[src/rtl/rf_write_arbiter.sv]
// rf_write_arbiter
//   Owns the single register-file write port. The WB stage always wins. Results
//   from the long-latency unit wait in a small FIFO and drain when WB is idle.
//   The block also provides a hazard lookup (chk_hit) and a starvation bubble
//   request (stall_req).
//   Optional feature macro: RF_CLEAR_ON_RESET_EN. When it is defined, the block
//   writes zero to r1..r31 after reset before it accepts normal traffic.
module rf_write_arbiter #(
   parameter int DEPTH        = 2,
   parameter int STARVE_LIMIT = 4
) (
   input  logic        clk,
   input  logic        rst_n,
   input  logic        wb_we,
   input  logic [4:0]  wb_addr,
   input  logic [31:0] wb_data,
   input  logic        ext_valid,
   output logic        ext_ready,
   input  logic [4:0]  ext_addr,
   input  logic [31:0] ext_data,
   output logic        rf_we,
   output logic [4:0]  rf_addr,
   output logic [31:0] rf_data,
   input  logic [4:0]  chk_addr,
   output logic        chk_hit,
   output logic        stall_req,
   output logic        init_busy
);

   localparam int PW = (DEPTH > 1) ? $clog2(DEPTH) : 1;
   localparam int CW = PW + 1;
   localparam int SW = $clog2(STARVE_LIMIT + 1);
   localparam logic [CW-1:0] DEPTH_C = CW'(DEPTH);
   localparam logic [SW-1:0] LIMIT_C = SW'(STARVE_LIMIT);

   // FIFO storage. Addresses and data are not reset; only the valid bits are.
   logic [4:0]       addr_r [DEPTH];
   logic [31:0]      data_r [DEPTH];
   logic [DEPTH-1:0] valid_r;
   logic [PW-1:0]    wr_ptr_r;
   logic [PW-1:0]    rd_ptr_r;
   logic [CW-1:0]    count_r;

   logic [SW-1:0]    starve_r;
   logic             stall_r;
   logic             rf_we_r;
   logic [4:0]       rf_addr_r;
   logic [31:0]      rf_data_r;

   logic             run_s;
   logic             init_busy_s;
   logic             head_live_s;
   logic             wb_issue_s;
   logic             pop_s;
   logic             push_s;
   logic             blocked_s;
   logic             ext_ready_s;
   logic             hit_s;
   logic             rf_we_s;
   logic [4:0]       rf_addr_s;
   logic [31:0]      rf_data_s;

`ifdef RF_CLEAR_ON_RESET_EN
   localparam logic [0:0] ST_RUN   = 1'b0;
   localparam logic [0:0] ST_CLEAR = 1'b1;

   logic [0:0] state_r;
   logic [4:0] clr_addr_r;

   // Clear sequencer: after reset, walk r1..r31 once, then enter RUN.
   always_ff @(posedge clk) begin
      if (!rst_n) begin
         state_r    <= ST_CLEAR;
         clr_addr_r <= 5'd1;
      end else begin
         case (state_r)
            ST_CLEAR: begin
               if (clr_addr_r == 5'd31) begin
                  state_r <= ST_RUN;
               end else begin
                  state_r <= ST_CLEAR;
               end
               clr_addr_r <= clr_addr_r + 5'd1;
            end
            ST_RUN: begin
               state_r    <= ST_RUN;
               clr_addr_r <= clr_addr_r;
            end
            default: begin
               state_r    <= ST_RUN;
               clr_addr_r <= 5'd1;
            end
         endcase
      end
   end

   assign init_busy_s = (state_r == ST_CLEAR);
   assign run_s       = (state_r == ST_RUN);
`else
   assign init_busy_s = 1'b0;
   assign run_s       = 1'b1;
`endif

   // A dead head is an entry that was killed by WB or that targeted r0.
   // The block pops a dead head without writing it.
   assign head_live_s = (count_r != {CW{1'b0}}) && valid_r[rd_ptr_r];
   assign wb_issue_s  = run_s && wb_we && (wb_addr != 5'd0);
   assign pop_s       = run_s && !wb_issue_s && (count_r != {CW{1'b0}});
   assign blocked_s   = wb_issue_s && head_live_s;
   assign ext_ready_s = rst_n && (count_r < DEPTH_C) && !init_busy_s;
   assign push_s      = ext_valid && ext_ready_s;

   // FIFO control.
   // WB kills older entries to the same register. A push in the same cycle
   // lands after the kill, so the new entry survives.
   always_ff @(posedge clk) begin
      if (!rst_n) begin
         valid_r  <= {DEPTH{1'b0}};
         wr_ptr_r <= {PW{1'b0}};
         rd_ptr_r <= {PW{1'b0}};
         count_r  <= {CW{1'b0}};
      end else begin
         if (wb_issue_s) begin
            for (int i = 0; i < DEPTH; i++) begin
               if (addr_r[i] == wb_addr) begin
                  valid_r[i] <= 1'b0;
               end
            end
         end
         if (pop_s) begin
            valid_r[rd_ptr_r] <= 1'b0;
            rd_ptr_r          <= rd_ptr_r + 1'b1;
         end
         if (push_s) begin
            addr_r[wr_ptr_r]  <= ext_addr;
            data_r[wr_ptr_r]  <= ext_data;
            valid_r[wr_ptr_r] <= (ext_addr != 5'd0);
            wr_ptr_r          <= wr_ptr_r + 1'b1;
         end
         case ({push_s, pop_s})
            2'b10:   count_r <= count_r + 1'b1;
            2'b01:   count_r <= count_r - 1'b1;
            default: count_r <= count_r;
         endcase
      end
   end

   // Starvation tracking.
   // stall_req rises the cycle after the counter reaches its limit and falls
   // once the head pops.
   always_ff @(posedge clk) begin
      if (!rst_n) begin
         starve_r <= {SW{1'b0}};
         stall_r  <= 1'b0;
      end else begin
         if (pop_s) begin
            starve_r <= {SW{1'b0}};
         end else if (blocked_s && (starve_r != LIMIT_C)) begin
            starve_r <= starve_r + 1'b1;
         end else begin
            starve_r <= starve_r;
         end
         if (pop_s) begin
            stall_r <= 1'b0;
         end else if (starve_r == LIMIT_C) begin
            stall_r <= 1'b1;
         end else begin
            stall_r <= stall_r;
         end
      end
   end

   // Select the next write: clear sequence, then WB, then the live FIFO head.
   always_comb begin
      rf_we_s   = 1'b0;
      rf_addr_s = 5'd0;
      rf_data_s = 32'd0;
`ifdef RF_CLEAR_ON_RESET_EN
      if (init_busy_s) begin
         rf_we_s   = 1'b1;
         rf_addr_s = clr_addr_r;
         rf_data_s = 32'd0;
      end else
`endif
      if (wb_issue_s) begin
         rf_we_s   = 1'b1;
         rf_addr_s = wb_addr;
         rf_data_s = wb_data;
      end else if (pop_s && head_live_s) begin
         rf_we_s   = 1'b1;
         rf_addr_s = addr_r[rd_ptr_r];
         rf_data_s = data_r[rd_ptr_r];
      end else begin
         rf_we_s   = 1'b0;
         rf_addr_s = 5'd0;
         rf_data_s = 32'd0;
      end
   end

   // Register the write-port outputs. This gives one cycle of latency.
   always_ff @(posedge clk) begin
      if (!rst_n) begin
         rf_we_r   <= 1'b0;
         rf_addr_r <= 5'd0;
         rf_data_r <= 32'd0;
      end else begin
         rf_we_r   <= rf_we_s;
         rf_addr_r <= rf_addr_s;
         rf_data_r <= rf_data_s;
      end
   end

   // Hazard lookup: does any live buffered result target chk_addr?
   always_comb begin
      hit_s = 1'b0;
      for (int i = 0; i < DEPTH; i++) begin
         if (valid_r[i] && (addr_r[i] == chk_addr)) begin
            hit_s = 1'b1;
         end else begin
            hit_s = hit_s;
         end
      end
   end

   assign chk_hit   = hit_s && (chk_addr != 5'd0);
   assign ext_ready = ext_ready_s;
   assign rf_we     = rf_we_r;
   assign rf_addr   = rf_addr_r;
   assign rf_data   = rf_data_r;
   assign stall_req = stall_r | init_busy_s;
   assign init_busy = init_busy_s;

endmodule

[config.mk]
export PLATFORM = sky130hd
export DESIGN_NAME = rf_write_arbiter
export DESIGN_NICKNAME = d
export VERILOG_FILES = /design/src/rtl/rf_write_arbiter.sv
export SDC_FILE = /design/constraint.sdc
export NUM_CORES = 1
export LEC_CHECK = 0
export CAP_MARGIN = 20
export CORE_ASPECT_RATIO = 0.8
export CORE_MARGIN = 4
export CORE_UTILIZATION = 35
export DETAILED_ROUTE_END_ITERATION = 7
export SYNTH_ARGS = -nofsm -noshare
export SYNTH_HDL_FRONTEND = slang
export SYNTH_SLANG_ARGS = --single-unit
[constraint.sdc]
create_clock -name clk -period 3 [get_ports clk]
set_input_delay 0.45 -clock clk [delete_from_list [all_inputs] [get_ports clk]]
set_output_delay 0.45 -clock clk [all_outputs]
set_load 0.1 [all_outputs]
# After elaboration in Yosys (flattened, before gate mapping)
# Memory sizes are Yosys's and may differ from the RTL's. A register that Yosys moved wholly into a read port is not among the register bits.
# Cells that the tools add are included.
# op_classes
n_addsub	5
magnitude_cmp	5
mux	30
n_reduce_logical	20
bitwise_logic	3
eq_ne	8
# op_table
op	count
$mux 32	2
$eq 5x5->1	4
$mux 1	17
$reduce_bool 5->1	3
$logic_and 1x1->1	13
$mux 2	5
$mux 5	2
$lt 1x2->1 const B	2
$pmux 2 s2	1
$reduce_bool 2->1	2
$add 3x1->3 const B	1
$eq 3x3->1 const B	1
$ne 3x3->1 const B	1
$add 1x1->1 const B	2
$add 2x1->2 const B	1
$and 2x2->2	1
$bwmux 2	1
$demux 1 s1	2
$eq 2x1->1 const B	1
$eq 2x2->1 const B	1
$ge 1x1->1 const B	2
$lt 2x2->1 const B	1
$not 2->2	1
$reduce_or 2->1	1
3 further kinds	3
# word_totals
mem_count	2
ram_bits	74
reg_bits	48
elab_cells	82
output_inout_bits	42
# mem_list
memory	depth	word_bits	read_ports	rd_clocked_by_memory_dff	write_ports	line_no	rtl
data_r	2	32	1	1	1	38	logic [31:0] data_r [DEPTH];
addr_r	2	5	3	1	1	37	logic [4:0] addr_r [DEPTH];

# Depth between registers and ports, before layout
# Gate-level depths: netlist (run 1).
# depth
word_depth	10
ltp_mapped	9
mapped_depth_nobuf	7

# Worst setup path after synthesis (run 1)
# OpenSTA, ideal clock, no wires.
# synth_timing
path_type	reg-to-output
from	mem addr_r[0][0]
to	out chk_hit
path_slack_ps	119
arrival_ps	2431
t_required_ps	2550
stages_incl_launch_ff	5
cell_sequence	edfxtp_1 > xor2_1 > nor4_1 > nand3_1 > a21oi_1
# synth_lines
element	line_no	rtl
from (decl)	37	
to (decl)	25	output logic chk_hit,

# Worst setup path in the final report (run 1)
# layout_timing
from	in chk_addr[2]
to	out chk_hit
# layout_between
elab_chain_len	5
elab_cells_between_ends	8
cone_classes	eq/ne (2); mux (2); reduce/logical (4)
# layout_lines
element	line_no	rtl
from (decl)	24	input logic [4:0] chk_addr,
$eq 5x5->1	217	if (valid_r[i] && (addr_r[i] == chk_addr)) begin
$logic_and 1x1->1	217	
$mux 1 (2 in series)	217	
$logic_and 1x1->1 (*)	225	assign chk_hit = hit_s && (chk_addr != 5'd0);
# Mark *: on every way between the ends. The rest lies on a longest branch, timed or not.

==> metrics.md, run 1 <==
| Metric | Value |
|---|---|
| Post-DR vias/cell | 4.77 |
| Area growth from synthesis to layout | 40.4% |
| Final period demand of the worst path | 2520 ps |
| Worst slew pin tran | 674 ps |
| Later-pin clock latency in the skew report | 410 ps |
| M1 wire length | 5020 um |
| Drc violations | 0 |
| Synth Register Bits | 123 |
| Int Power | 3.67 mW |
| Utilization after layout | 50.2% |
| Global-route wire length before repair | 18400 um |
| Number of H-tree levels | 4 |
| Aggregate negative setup slack | 0 ps |
| I/O pin count | 125 |
| Crit path DAT | 2070 ps |
| Die area | 15900 um^2 |
| Synthesized area | 4870 um^2 |
| Number of antenna violations at the first check in global routing | 0 |
| Maximum clock frequency | 0.398 GHz |
| Sequential element share of the synthesized area | 65.8% |
| Leading cell type by number of instances after synthesis | edfxtp_1 |
| Logic depth of the worst register-to-register path | 5 |
| Number of different library cells in the post-synthesis netlist | 38 |
| Maximum clock path buffer count | 2 |
| Areal power density over the cells | 741 nW/um^2 |
| Element type at the critical path end | primary output |
| Async set-or-reset flop fraction in the synthesized netlist | 0% |
| Post-CTS setup buffers | 0 |
| Detailed-routed wire length on met2 | 5580 um |
| CTS tree | yes |
| Hold Path Class | flip-flop to flip-flop |
| Detail Route Antenna Nets | 0 |
| Clock root buffer | clkbuf_16 |
| Number of global-route vias before repair | 3526 |
| Number of synthesized flops with an enable pin | 74 |
| Count of nets after finishing | 599 |
| Share of layout cells above drive strength 1 | 15.8% |
| Post-layout instance count excluding filler cells | 706 |
| Total number of clock tree sinks | 123 |
| Cell accounting for the most synthesized area | edfxtp_1 |
| Prevailing post-synth register cell | edfxtp_1 |
| TritonCTS buffer count | 17 |
| Req. time, crit path | 2550 ps |
| Die boundary height | 113 um |
| Ordered list of cells on the worst path | clkdlybuf4s50_1 > xor2_1 > nor4_1 > nand3_1 > a21oi_1 > buf_12 |
| Core region area | 13600 um^2 |
| Final Max Tran Viols | 0 |
| Aggregate global routing overflow | 0 |
| Number of setup violations in the final report | 0 |
| Portion of the clock cycle consumed by the worst path in the final layout | 83.8% |
| Largest delay contributor family on the critical path | buffers and inverters |
| Worst rel slew slack | 54.6% |
| Buffers added on ports | 123 |
| Per-instance average area after synthesis | 12.7 um^2 |
| Part of the power in registers | 40.0% |
| Crit path max-delay cell type | clkdlybuf4s50_1 |
| Post-Route Skew | 9.90 ps |
| Routed wirelength normalized by instance count | 16.3 um |
| Gates resized, CTS repair | 0 |
| Number of placed cells counting well taps | 674 |
| Startpoint Class | input pin |
| Highest routed layer | met4 |
| Post-Synthesis Cells | 383 |
| Critical path class | input pin to primary output |
| Amount of wire on met3 after detailed routing | 629 um |
| Buffers and inverters on the worst path | 2 |
| Clock transition time at the flip-flop clock pins of the worst setup and hold paths | 50 ps |
| Die Wd | 140 um |
| Maxcap violations | 0 |
| Fraction of post-synthesis cell area in the top cell type by area | 45.7% |
| First drt pass iteration count | 4 |
| CTS Hold Bufs | 0 |
| Net count after synthesis | 469 |
| WP depth | 6 |
| Top cells by area in the synthesized netlist | edfxtp_1 (46%), dfxtp_1 (20%), mux2i_1 (8.0%) |
| Lkg Pwr | 2.43 nW |
| Largest net degree at the start of global routing | 44 |
| Total net switching power | 1.39 mW |
| Maximum resistive drop on vdd | 0.000416 V |
| Routability cong. | 0.777 |
| Detailed placer's ending HPWL | 7740 um |
| Final-layout worst hold slack | 470 ps |
| Run status | complete, no violations |
| Combined global-route utilization of all metal layers | 14.9% |
| Combinational share of power | 19.6% |
| Detailed-route via count | 3366 |
| Antenna cells | 0 |
| Crit Path Max Fanout | 3 |
| Wire length after detailed routing | 11500 um |
| Worst Hold Path Cells | 2 |
| Starting density of the core | 35.8% |
| Maximum single-stage delay on the critical path | 490 ps |
| Share of total power in the clock network | 40.4% |
| Count of standard-cell rows | 38 |
| Detailed Route Iter0 Violations | 130 |
| Unrepaired setup endpoints after global routing | false |
| Switching part of the total | 27.4% |
| Final-report hold violation count | 0 |
| Leading post-synthesis cells by instance count | edfxtp_1 (74), dfxtp_1 (49), a21oi_1 (44) |
| Yosys Warn Count | 0 |
[power by group through the flow]
stage          clock (mW)  sequential (mW)  combinational, mW
2_1_floorplan           0             2.27              0.448
3_3_place_gp            0             2.06              0.990
3_5_place_dp            0             2.06               1.00
4_1_cts              2.09             2.03               1.00
5_1_grt              2.16             2.04               1.07
6_report             2.04             2.03              0.990
[flip-flops by register name, indices dropped and copies added (netlist names), named ones only]
name       count
addr_r        10
count_r        2
data_r        64
rd_ptr_r       1
rf_addr        5
rf_data       32
rf_we          1
stall_req      1
starve_r       3
valid_r        2
wr_ptr_r       1
[tightest hold or removal path, stage by stage, from the launching register on]
cell and delay (ps):
dfxtp_1 310, nand2_1 50, mux2i_1 50
[logic make-up after synthesis]
logic type / after synthesis / synth area share, %
DFF: 123 / 65.8
and+or+nand+nor: 111 / 11.7
AOI/OAI and AO/OA: 57 / 6.58
muxes: 39 / 8.02
buffers and inverters: 26 / 2.85
xor gates and xnor gates: 23 / 4.14
adders and majority gates: 3 / 0.771
other: 1 / 0.0771
[stage by stage]
step           area [um^2]  setup slack (ps)  power (mW)
5_1_grt               6830               351        5.27
3_3_place_gp          6230               383        3.05
2_1_floorplan         4870               119        2.72
3_5_place_dp          6230               302        3.06
6_report              6830               485        5.06
4_1_cts               6830               515        5.12
[path summary, 6_finish.rpt]
| check | endpoint | from | slack, ps |
|---|---|---|---|
| hold reg to reg | starve_r[2]$_SDFFE_PP0P_ | starve_r[2]$_SDFFE_PP0P_ | 470 |
| hold / removal | starve_r[2]$_SDFFE_PP0P_ | starve_r[2]$_SDFFE_PP0P_ | 470 |
| setup / recovery | chk_hit | chk_addr[2] | 480 |
| setup reg to reg | starve_r[0]$_SDFFE_PP0P_ | count_r[1]$_SDFFE_PN0P_ | 1020 |
[final cells by class]
| cell class | count | area (um^2) |
|---|---|---|
| flip-flops and latches | 123 | 3200 |
| clock inverters | 8 | 115 |
| inverters | 5 | 18.8 |
| multi-input cells | 234 | 1540 |
| clock buffers | 24 | 482 |
| well taps | 180 | 225 |
| fillers | 1215 | 6770 |
| repair buffers | 132 | 1250 |
[cell usage in the layout (no fill, tap or decap), types with 3 or more instances in the layout]
cell and count:
clkbuf_1 4, xor2_1 14, or3_1 39, clkbuf_16 17, mux2i_1 39, clkbuf_8 3, a21oi_1 44, dfxtp_1 48
buf_4 46, o21ai_0 3, xnor2_1 9, buf_12 4, clkinv_1 3, bufinv_16 3, nor2_1 6, edfxtp_1 74
clkdlybuf4s50_1 82, nand2_1 42, inv_1 4, nor4_1 3, nand4_1 3, nand3_1 4, ha_1 3
[layer usage]
metal,GRT usage (%),vias to the layer above
li1,-,1654
met2,24.1,105
met5,0,-
met4,6.33,0
met1,18.6,1584
met3,4.57,23
No activity file was read; power rests on OpenSTA's default activity.
==> inputs of run 2 (changes only) <==
Clock period 3 ns to 2.3 ns, I/O delays scaled along.
==> metrics.md, run 2 (synthesis gave the netlist of run 1 again) <==
| Metric | Value |
|---|---|
| Antenna cells | 0 (unchanged) |
| Crit path DAT | 1850 ps (-220 ps) |
| Final-report hold violation count | 0 (unchanged) |
| Post-layout instance count excluding filler cells | 730 (+3.4%) |
| Highest-count cells in the layout ignoring fill and taps | clkdlybuf4s50_1 (82), edfxtp_1 (74), buf_4 (68), dfxtp_1 (48), a21oi_1 (43) |
| CTS tree | yes |
| FF-to-FF End | rf_data[5]$_SDFF_PN0_ |
| Drc violations | 0 (unchanged) |
| Final Max Tran Viols | 0 (unchanged) |
| Req. time, crit path | 1960 ps (-590 ps) |
| Starting density of the core | 35.8% (unchanged) |
| Register bank with the most flops | data_r |
| Post-DR vias/cell | 4.66 (-2.3%) |
| DP Worst Slack | 0.574 ps (-301 ps) |
| Clock root buffer | clkbuf_16 |
| Worst rel slew slack | 66.4% (+12 points) |
| Startpoint Class | input pin |
| Final std cell area, no fill | 7100 um^2 (+4.0%) |
| Worst R2R Setup Slack | 550 ps (-470 ps) |
| Crit Reg-Reg Startpoint | count_r[1]$_SDFFE_PN0P_ |
| Area growth from synthesis to layout | 46.0% |
| First drt pass iteration count | 5 (+1) |
| Logic depth of the worst register-to-register path | 6 (+1) |
| Maxcap violations | 0 (unchanged) |
| Largest net degree at the start of global routing | 44 (unchanged) |
| Combinational share of power | 20.4% (+0.8 points) |
| Final-layout worst hold slack | 466 ps (-3.64 ps) |
| Routability cong. | 0.820 (+5.5%) |
| Number of placed cells counting well taps | 692 (+2.7%) |
| Portion of the clock cycle consumed by the worst path in the final layout | 95.5% |
| Areal power density over the cells | 965 nW/um^2 (+30%) |
| Critical hold path startpoint | stall_req$_SDFFE_PP0N_ |
| Flip-flop count of the largest register after layout | 64 (unchanged) |
| Global-route wire length before repair | 18600 um (+1.2%) |
| Core region area | 13600 um^2 (unchanged) |
| I/O pin count | 125 (unchanged) |
| Worst Hold Path Cells | 1 (-1) |
| Worst slew pin tran | 504 ps (-171 ps) |
| Int Power | 5.04 mW (+37%) |
| Number of setup violations in the final report | 0 (unchanged) |
| Share of total power in the clock network | 41.6% (+1.2 points) |
| Maximum resistive drop on vdd | 0.000506 V (+22%) |
| Total net switching power | 1.81 mW (+31%) |
| Number of global-route vias before repair | 3637 (+3.1%) |
| Post-Route Skew | 8.12 ps (-1.78 ps) |
| Most common library cell in the layout ignoring fill and taps | clkdlybuf4s50_1 |
| Later-pin clock latency in the skew report | 400 ps (about the same) |
| Share of layout cells above drive strength 1 | 20.4% (+4.6 points) |
| Final period demand of the worst path | 2200 ps |
| Crit path from | chk_addr[1] |
| Maximum clock path buffer count | 2 (unchanged) |
| Combined global-route utilization of all metal layers | 15.0% (+0.12 points) |
| Detail Route Antenna Nets | 0 (unchanged) |
| Wire length after detailed routing | 11400 um (-0.50%) |
| Detailed Route Iter0 Violations | 175 (+35%) |
| Critical path class | input pin to primary output |
| Total power | 6.86 mW (+36%) |
| Count of nets after finishing | 623 (+4.0%) |
| Unrepaired setup endpoints after global routing | false |
| Element type at the critical path end | primary output |
| Run status | complete, no violations |
| Detailed placer's ending HPWL | 7890 um (+1.9%) |
| Aggregate global routing overflow | 0 (unchanged) |
| Area post-placement | 6400 um^2 (+2.6%) |
| Crit Path Max Fanout | 3 (unchanged) |
| Hold Path Class | flip-flop to flip-flop |
| Number of H-tree levels | 4 (unchanged) |
| Lkg Pwr | 2.58 nW (+6.4%) |
| Die boundary height | 113 um (unchanged) |
| Number of antenna violations at the first check in global routing | 0 (unchanged) |
| Count of standard-cell rows | 38 (unchanged) |
| Switching part of the total | 26.4% (-0.97 points) |
| Worst Slack Setup Final | 104 ps (-381 ps) |
| Die area | 15900 um^2 (unchanged) |
| Maximum clock frequency | 0.455 GHz |
| Clock transition time at the flip-flop clock pins of the worst setup and hold paths | 50 ps (about the same) |
| Worst hold endpoint | stall_req$_SDFFE_PP0N_ |
| Detailed-route via count | 3401 (+1.0%) |
| Routed wirelength normalized by instance count | 15.7 um (-3.8%) |
| Die Wd | 140 um (unchanged) |
| Part of the power in registers | 38.0% (-2.0 points) |
| TritonCTS buffer count | 17 (unchanged) |
| Total number of clock tree sinks | 123 (unchanged) |
| Buffers added on ports | 123 (unchanged) |
==> run 2: worst max-delay path by stage <==
stage                              endpoint  cells after the start  slack, ps
floorplan             valid_r[1]$_SDFF_PN0_                      4       -330
global placement    count_r[1]$_SDFFE_PN0P_                      7          7
detailed placement    rf_data[4]$_SDFF_PN0_                      6        0.6
CTS                                 chk_hit                      5         10
global route                        chk_hit                      5          6
finish                              chk_hit                      6        100
==> run 2: cell type report <==
cell class                 count  area [um^2]
clock inverter                 5          100
timing repair buffer         156         1450
sequential                   123         3200
tap                          180          225
fill                        1184         6490
clock buffer                  27          556
inverter                       5         18.8
multi-input combinational    234         1550
==> run 2: stage by stage <==
step	util, %	setup TNS, ps
2_1_floorplan	-	-23690
3_3_place_gp	47.0	0
3_5_place_dp	47.0	0
4_1_cts	51.9	0
5_1_grt	52.2	0
6_report	52.2	0
==> run 2: metal layers <==
layer / wire [um] / global-route usage (%)
met5: 0 / 0
met2: 5420 / 23.7
met4: 108 / 5.16
met3: 612 / 5.16
met1: 5310 / 19.5
==> run 2: repair_timing <==
item | 4_1_cts | 5_1_grt
hold buffers | 0 | 0
setup buffers | 0 | 6
resized for setup | 0 | 1
setup endpoints to repair | 0 | 1
endpoints found under the hold margin | 0 | 0
==> run 2: worst max-delay path: stages <==
cell and delay, ps:
clkdlybuf4s50_1 480, xor2_1 190, nor4_1 300, nand3_1 130, a21oi_2 210, buf_12 200
==> run 2: power groups by stage <==
stage | Combinational (mW) | Sequential, mW | Clock (mW)
after floorplan | 0.585 | 2.96 | 0
after global placement | 1.39 | 2.65 | 0
after detailed placement | 1.41 | 2.65 | 0
after CTS | 1.41 | 2.61 | 2.91
after global routing | 1.50 | 2.62 | 3.03
final | 1.40 | 2.60 | 2.85
==> inputs of run 3 (changes only) <==
Settings changed: CORE_UTILIZATION 35 to 44, PLACE_DENSITY set to 0.76.
==> metrics.md, run 3 (synthesis gave the netlist of run 1 again) <==
| Metric | Value |
|---|---|
| Maximum single-stage delay on the critical path | 440 ps (-40 ps) |
| Flip-flop count of the largest register after layout | 64 (unchanged) |
| First drt pass iteration count | 4 (-1) |
| Startpoint Class | flip-flop |
| Largest delay contributor family on the critical path | simple AND/OR/NAND/NOR gates |
| Total number of clock tree sinks | 123 (unchanged) |
| I/O pin count | 125 (unchanged) |
| Detail Route Antenna Nets | 0 (unchanged) |
| Crit path max-delay cell type | edfxtp_1 |
| Violations in the final reports | setup timing |
| Aggregate negative setup slack | -9.32 ps (-9.32 ps) |
| Final-report hold violation count | 0 (unchanged) |
| Final period demand of the worst path | 2310 ps (+113 ps) |
| Die area | 12800 um^2 (-19%) |
| Detailed Route Iter0 Violations | 204 (+17%) |
| Number of H-tree levels | 4 (unchanged) |
| Worst Slack Setup Final | -9.32 ps (-113 ps) |
| Clock root buffer | clkbuf_16 |
| Crit path DAT | 1960 ps (+110 ps) |
| TritonCTS buffer count | 17 (unchanged) |
| Maximum clock frequency | 0.433 GHz (-4.9%) |
| Critical path class | flip-flop to primary output |
| Number of antenna violations at the first check in global routing | 0 (unchanged) |
| Lkg Pwr | 2.48 nW (-4.1%) |
| Routed wirelength normalized by instance count | 16.3 um (+4.3%) |
| Largest net degree at the start of global routing | 44 (unchanged) |
| Areal power density over the cells | 953 nW/um^2 (-1.3%) |
| Core region area | 10800 um^2 (-20%) |
| Antenna cells | 0 (unchanged) |
| Drc violations | 0 (unchanged) |
| Run status | finished with violations |
| Most common library cell in the layout ignoring fill and taps | clkdlybuf4s50_1 |
| Area growth from synthesis to layout | 41.3% |
| Maxcap violations | 0 (unchanged) |
| Die Wd | 126 um (-10%) |
| Buffers and inverters on the worst path | 1 (-1) |
| Maximum resistive drop on vdd | 0.000525 V (+3.9%) |
| Worst rel slew slack | 65.3% (-1.1 points) |
| Die boundary height | 102 um (-10%) |
| Hold Path Class | flip-flop to flip-flop |
| Number of setup violations in the final report | 1 (+1) |
| Routability cong. | 0.800 (-2.5%) |
| Clock transition time at the flip-flop clock pins of the worst setup and hold paths | 60 ps (about the same) |
| Post-Route Skew | 14.8 ps (+6.68 ps) |
| Buffers added on ports | 123 (unchanged) |
| CTS tree | yes |
| DP Worst Slack | -5.57 ps (-6.14 ps) |
| Combined global-route utilization of all metal layers | 17.6% (+2.6 points) |
| Crit Path Max Fanout | 3 (unchanged) |
| Count of nets after finishing | 612 (-1.8%) |
| Highest-count cells in the layout ignoring fill and taps | clkdlybuf4s50_1 (82), edfxtp_1 (74), buf_4 (58), dfxtp_1 (48), a21oi_1 (43) |
| Worst slew pin tran | 520 ps (+17.0 ps) |
| Starting density of the core | 44.9% (+9.1 points) |
| Ordered list of cells on the worst path | xor2_1 > nor4_1 > nand3_1 > a21oi_2 > buf_12 |
| CTS Hold Bufs | 0 (unchanged) |
| Post-DR vias/cell | 5.01 (+7.5%) |
| Global-route wire length before repair | 17500 um (-5.8%) |
| Detailed placer's ending HPWL | 7400 um (-6.2%) |
| Count of standard-cell rows | 34 (-11%) |
| Final Max Tran Viols | 0 (unchanged) |
| Req. time, crit path | 1960 ps (about the same) |
| Later-pin clock latency in the skew report | 400 ps (about the same) |
| Element type at the critical path end | primary output |
| Wire length after detailed routing | 11200 um (-2.5%) |
| Aggregate global routing overflow | 0 (unchanged) |
| Register bank with the most flops | data_r |
| Share of layout cells above drive strength 1 | 17.8% (-2.6 points) |
| Detailed-route via count | 3422 (+0.62%) |
| Number of global-route vias before repair | 3515 (-3.4%) |
| Maximum clock path buffer count | 2 (unchanged) |
| Portion of the clock cycle consumed by the worst path in the final layout | 100% (+4.9 points) |
-- run 3: routing by layer --
metal  up-vias  share of wire (%)  GRT usage, %
met5         -                  0             0
met4         0               0.89          5.92
met3         9                6.6          7.05
met2       100                 49          29.1
met1      1639                 44          21.4
li1       1674                  -             -
-- run 3: cell type report --
type	instances	area [um^2]
flip-flops and latches	123	3200
clock inverters	10	124
fillers	852	3970
repair buffers	145	1360
inverters	5	18.8
multi-input cells	234	1550
well taps	144	180
clock buffers	22	444
-- run 3: worst paths after layout --
path | from | end | slack, ps | cells after the start
worst max register to register | count_r[1]$_SDFFE_PN0P_ | rf_data[13]$_SDFF_PN0_ | 570 | 5
worst min register to register | stall_req$_SDFFE_PP0N_ | stall_req$_SDFFE_PP0N_ | 480 | 1
worst max-delay path | addr_r[0][0]$_DFFE_PP_ | chk_hit | -9 | 5
worst min-delay path | stall_req$_SDFFE_PP0N_ | stall_req$_SDFFE_PP0N_ | 480 | 1
-- run 3: timing repair --
item	CTS	global route
endpoints found under the setup margin	0	1
setup buffers	0	1
resized for setup	0	1
-- run 3: report_power, final --
part | internal [mW] | switching (mW)
clock network | 1.68 | 0.889
logic | 0.519 | 0.823
registers | 2.52 | 0.111
-- run 3: through the flow --
stage | cell area [um^2] | power, mW | utilization [%] | std cells | hold slack (ps)
2_1_floorplan | 4870 | 3.55 | - | 383 | 441
3_3_place_gp | 6290 | 3.99 | 58.0 | 650 | 453
3_5_place_dp | 6290 | 4.02 | 58.0 | 650 | 466
4_1_cts | 6860 | 6.60 | 63.3 | 682 | 475
5_1_grt | 6880 | 6.80 | 63.4 | 683 | 477
6_report | 6880 | 6.55 | 63.4 | 683 | 477
